===== config.mk =====
export PLATFORM = sky130hd
export DESIGN_NAME = branch_predictor_bht
export DESIGN_NICKNAME = d
export VERILOG_FILES = /design/src/rtl/branch_predictor_bht.sv
export SDC_FILE = /design/constraint.sdc
export NUM_CORES = 2
export LEC_CHECK = 0
export CORE_UTILIZATION = 30
export CTS_CLUSTER_DIAMETER = 30
export DETAILED_ROUTE_END_ITERATION = 8
export MAX_ROUTING_LAYER = met4
export PLACE_DENSITY_LB_ADDON = 0.08
export SETUP_SLACK_MARGIN = 0.4
export SLEW_MARGIN = 20
export SYNTH_ARGS = -nofsm -noshare
export SYNTH_HDL_FRONTEND = slang
export SYNTH_SLANG_ARGS = --single-unit

===== constraint.sdc =====
create_clock -name clk -period 6 [get_ports clk]
set_input_delay 0.6 -clock clk [delete_from_list [all_inputs] [get_ports clk]]
set_output_delay 0.6 -clock clk [all_outputs]
set_load 0.02 [all_outputs]

===== src/rtl/branch_predictor_bht.sv =====
// Direct-mapped, tagged branch history table of 2-bit saturating counters with targets.
// Combinational fetch lookup, execute-side training, and saturating bring-up counters.
module branch_predictor_bht #(
    parameter int unsigned N     = 32,
    parameter int unsigned IDX_W = 6,
    parameter int unsigned CNT_W = 32
) (
    input  logic             clk,
    input  logic             reset,
    input  logic [N-1:0]     f_pc,
    output logic             f_pred_taken,
    output logic [N-1:0]     f_pred_target,
    input  logic             u_valid,
    input  logic [N-1:0]     u_pc,
    input  logic             u_is_jump,
    input  logic             u_taken,
    input  logic [N-1:0]     u_target,
    input  logic             u_mispred,
    output logic [CNT_W-1:0] n_resolved,
    output logic [CNT_W-1:0] n_mispred
);
    localparam int unsigned ENTRIES = 1 << IDX_W;
    localparam int unsigned TAG_W   = N - IDX_W - 2;

    localparam logic [1:0] SNT = 2'b00;
    localparam logic [1:0] WNT = 2'b01;
    localparam logic [1:0] WT  = 2'b10;
    localparam logic [1:0] ST  = 2'b11;

    logic [ENTRIES-1:0] valid_q;
    logic [1:0]         cnt_q [ENTRIES];
    logic [TAG_W-1:0]   tag_q [ENTRIES];
    logic [N-1:0]       tgt_q [ENTRIES];

    logic [IDX_W-1:0] f_idx;
    logic [TAG_W-1:0] f_tag;
    logic             f_hit;
    logic [IDX_W-1:0] u_idx;
    logic [TAG_W-1:0] u_tag;
    logic             u_hit;
    logic [1:0]       u_cnt_cur;
    logic [1:0]       u_cnt_nxt;
    logic             u_tgt_we;
    logic             unused_pc_lsbs;

    assign unused_pc_lsbs = ^{f_pc[1:0], u_pc[1:0]};

    // Fetch lookup sees the registered table, so same-cycle updates are read-before-write.
    assign f_idx         = f_pc[IDX_W+1:2];
    assign f_tag         = f_pc[N-1:IDX_W+2];
    assign f_hit         = valid_q[f_idx] && (tag_q[f_idx] == f_tag);
    assign f_pred_taken  = f_hit && cnt_q[f_idx][1];
    assign f_pred_target = f_pred_taken ? tgt_q[f_idx] : f_pc + N'(4);

    assign u_idx     = u_pc[IDX_W+1:2];
    assign u_tag     = u_pc[N-1:IDX_W+2];
    assign u_hit     = valid_q[u_idx] && (tag_q[u_idx] == u_tag);
    assign u_cnt_cur = cnt_q[u_idx];
    assign u_tgt_we  = !u_hit || u_is_jump || u_taken;

    // Next counter value for the entry being trained.
    always_comb begin
        u_cnt_nxt = u_cnt_cur;
        if (!u_hit) begin
            u_cnt_nxt = u_is_jump ? ST : (u_taken ? WT : WNT);
        end else if (u_is_jump) begin
            u_cnt_nxt = ST;
        end else if (u_taken) begin
            if (u_cnt_cur != ST) u_cnt_nxt = u_cnt_cur + 2'(1);
        end else begin
            if (u_cnt_cur != SNT) u_cnt_nxt = u_cnt_cur - 2'(1);
        end
    end

    always_ff @(posedge clk) begin
        if (reset) begin
            valid_q <= '0;
            for (int unsigned i = 0; i < ENTRIES; i++) cnt_q[i] <= WNT;
        end else if (u_valid) begin
            valid_q[u_idx] <= 1'b1;
            cnt_q[u_idx]   <= u_cnt_nxt;
        end
    end

    // Tag and target storage is never cleared; valid bits guard it.
    always_ff @(posedge clk) begin
        if (!reset && u_valid) begin
            if (!u_hit)   tag_q[u_idx] <= u_tag;
            if (u_tgt_we) tgt_q[u_idx] <= u_target;
        end
    end

    always_ff @(posedge clk) begin
        if (reset) begin
            n_resolved <= '0;
            n_mispred  <= '0;
        end else if (u_valid) begin
            if (n_resolved != {CNT_W{1'b1}}) n_resolved <= n_resolved + CNT_W'(1);
            if (u_mispred && (n_mispred != {CNT_W{1'b1}})) n_mispred <= n_mispred + CNT_W'(1);
        end
    end
endmodule


==> results.toml <==
[sta]
maxSlewHeadroom_pct = 21.8
fin_crit_sh_pct = 99.3
fin_setup_tns_ns = 0
max_freq_mhz = 168
clock_skew_ns = 0.0892
slew_viol_final = 0
finalHoldViolCount = 0
setup_viol = 0
worstMarginPinSlew_ns = 1.17
fin_crit_ns = 5.96
setup_ws_ns = 0.0428
rsz0062_at_grt = "yes"

[floorplanning]
core_mm2 = 0.545
ioPinCount = 199
die_y_um = 742
die_w_um = 742
die_area_mm2 = 0.550
rows = 271
start_util_pct = 30.1

[pwr]
p_comb_share_pct = 5.5
power.leakage_nw = 75.1
pwr-share-clk_pct = 61.6
power_frac_seq_pct = 32.9
switchingPower_mw = 19.4
internal_power_mw = 70.9
power.density_mw_per_mm2 = 406
ir_drop_mv = 0.311
p_sw_share_pct = 21.5

[route]
firstDrtPassIters = 6
wire_per_inst_um = 37.7
drt_iter0_drc = 10800
drtAntennaViolNets = 0
drcViolationCount = 0
via_per_inst = 5.49
routed_wirelength_um = 697000
route.vias.total = 102000

[outcome]
status = "finished, final reports clean"

[synthesis]
ys_warn_count = 0
ys_async_sr_fraction_pct = 0
synth-seq-area-share_pct = 69.4
ys.flop_type = "edfxtp_1"
syn_inst = 8659
netlist_area_mm2 = 0.164
synth.distinct_cells = 96
synth-seq-cells = 3840
syn_avg_cell_area_um2 = 19.0
syn-num-nets = 8764
synth-edff-count = 3712

[clock_network]
htree_levels = 7
cts_inserted_buffers = 1110
path_clk_slew_ns = 0.04
cts-root-buf = "clkbuf_16"
cts_buffer_depth = 5
clk_latency_ns = 1.17
cts_tree = "done"
clock-sinks = 3840

[global_route]
grt_max_degree = 97
grt-ovfl-total = 0
grt_pass1_wl_um = 937000
grt_usage_pct = 25.8
grt_pass1_vias = 106000
antenna_found_initial = 38

[finish]
final_cell_mix = "3712 x edfxtp_1, 1164 x mux4_2, 1138 x clkbuf_16, 723 x buf_4, 420 x mux2i_1"
drive_above_1_share_pct = 38.0
layout_commonest_cell = "edfxtp_1"
area_growth_pct = 35.5
layout.nets = 10600

[worst_setup_path]
cp_slowest_cell = "mux4_2"
rr_startpoint = "tag_q[29][23]$_DFFE_PP_"
slowest_delay_ns = 0.56
arrival_ns = 5.36
crit_type = "primary input to output port"
cpMostUsedCell = "buf_12"
crit_chain = "buf_16, buf_12, buf_12, buf_12, mux4_2, mux4_2, mux2i_2, buf_4, xnor2_1, o21ai_0, o211ai_1, nor4_2, and4_4, buf_12, buf_12, buf_8, mux2_4, buf_6"
cp_max_fo = 18
crit_path_start = "f_pc[2]"
end_kind = "output port"
startpoint_type = "primary input"
critPathRequiredTime_ns = 5.40

[place]
pre_cts_slack_ns = -0.756
gp_congestion = 0.905
port_buffers = 196
dpl.hpwl_um = 472000

[hold_path]
hold_start = "u_target[29]"
hold_path.class = "primary input to flip-flop"

[job]
maxCapViolCount = 0
[timing repair]
| action | in CTS | in global routing |
|---|---|---|
| hold endpoints to repair | 92 | 185 |
| hold buffers | 3 | 9 |
| gates resized for setup | 166 | 14 |
| cloned | 4 | 0 |
| setup buffers | 7 | 4 |
| pin swaps | 6 | 0 |
| endpoints found under the setup margin | 33 | 32 |
[synthesized netlist by cell type, types with 22 or more instances]
| library cell | instances | area (um2) |
|---|---|---|
| edfxtp_1 | 3712 | 111000 |
| mux4_2 | 1164 | 26200 |
| mux2i_1 | 423 | 4230 |
| nor2_1 | 316 | 1190 |
| nand2_1 | 267 | 1000 |
| clkbuf_1 | 265 | 995 |
| o21ai_0 | 196 | 981 |
| buf_2 | 191 | 956 |
| a21oi_1 | 163 | 816 |
| o22ai_1 | 159 | 995 |
| a221oi_1 | 143 | 1250 |
| dfxtp_1 | 128 | 2560 |
| a221o_1 | 117 | 1170 |
| a22oi_1 | 94 | 706 |
| nor3_1 | 94 | 470 |
| mux2_2 | 90 | 1010 |
| buf_1 | 86 | 323 |
| inv_1 | 81 | 304 |
| nand3_1 | 75 | 375 |
| xor2_1 | 68 | 596 |
| o311ai_1 | 65 | 569 |
| xnor2_1 | 63 | 552 |
| nand2b_1 | 59 | 369 |
| buf_4 | 52 | 390 |
| buf_6 | 50 | 563 |
| o22a_1 | 45 | 394 |
| or2_2 | 40 | 250 |
| a31oi_1 | 38 | 238 |
| nand4_1 | 35 | 219 |
| and3_1 | 33 | 206 |
| o221ai_1 | 22 | 193 |
[worst max-delay path: cells and delay by family]
family,cells,cell delay (ns)
compound gates,2,0.36
xor+xnor,1,0.06
buf+inv,9,1.64
mux,4,1.88
simple gates,2,0.61
[worst paths after layout]
check	end	slack [ns]	depth (start not counted)
max	f_pred_target[19]	0.04	18
min reg2reg	valid_q[4]$_SDFFE_PP0P_	0.48	2
min	tgt_q[9][29]$_DFFE_PP_	0.02	1
max reg2reg	tgt_q[35][19]$_DFFE_PP_	0.94	14
[stage by stage]
| step | power [mW] | cells | hold WS (ns) | utilization (%) | cell area, um2 |
|---|---|---|---|---|---|
| 6_report | 90.3 | 18500 | 0.0226 | 40.9 | 223000 |
| 3_3_place_gp | 35.1 | 16600 | 0.469 | 34.2 | 187000 |
| 5_1_grt | 92.6 | 18500 | 0.00212 | 40.9 | 223000 |
| 3_5_place_dp | 35.1 | 16600 | 0.472 | 34.2 | 187000 |
| 4_1_cts | 91.1 | 18500 | 0.00784 | 40.8 | 222000 |
| 2_1_floorplan | 32.4 | 8659 | 0.452 | - | 164000 |
[power groups by stage]
| stage | clock (mW) | sequential (mW) | combinational [mW] |
|---|---|---|---|
| 2_1_floorplan | 0 | 30.1 | 2.26 |
| 3_3_place_gp | 0 | 30.2 | 4.93 |
| 3_5_place_dp | 0 | 30.2 | 4.95 |
| 4_1_cts | 56.4 | 29.7 | 5.00 |
| 5_1_grt | 57.8 | 29.7 | 5.12 |
| 6_report | 55.6 | 29.7 | 4.96 |
[sequential cells by signal, summed over array words and instances (netlist names)]
signal and count:
cnt_q 128, n_mispred 32, n_resolved 32, valid_q 64, tgt_q 2048, tag_q 1536
[area by class of cell]
cell class | count | area [um2]
Tap cell | 7234 | 9050
Clock inverter | 543 | 5860
Fill cell | 48600 | 322000
Clock buffer | 1347 | 29400
Antenna cell | 14 | 35.0
Timing Repair Buffer | 1341 | 15800
Sequential cell | 3840 | 114000
Multi-Input combinational cell | 4085 | 48100
Inverter | 88 | 350
[layer usage]
metal,track usage [%],wire length [um],up-vias
li1,-,-,40600
met1,31.0,277000,54700
met2,42.3,346000,4665
met3,4.40,37000,1519
met4,12.9,37600,0
met5,-,0,-
[logic make-up (layout without fill, tap and decap cells)]
kind of cell	Yosys count	count (layout)	synth area share, %
buffers and inverters	734	3319	2.18
AO/OA/AOI/OAI	1193	1193	5.23
multiplexers	1690	1690	19.3
adder cells (fa/ha/maj)	3	3	0.0229
other	0	14	0
XOR/XNOR	131	131	0.699
AND/OR/NAND/NOR	1068	1068	3.19
flip-flops	3840	3840	69.4
No activity file was read; power rests on OpenSTA's default activity.
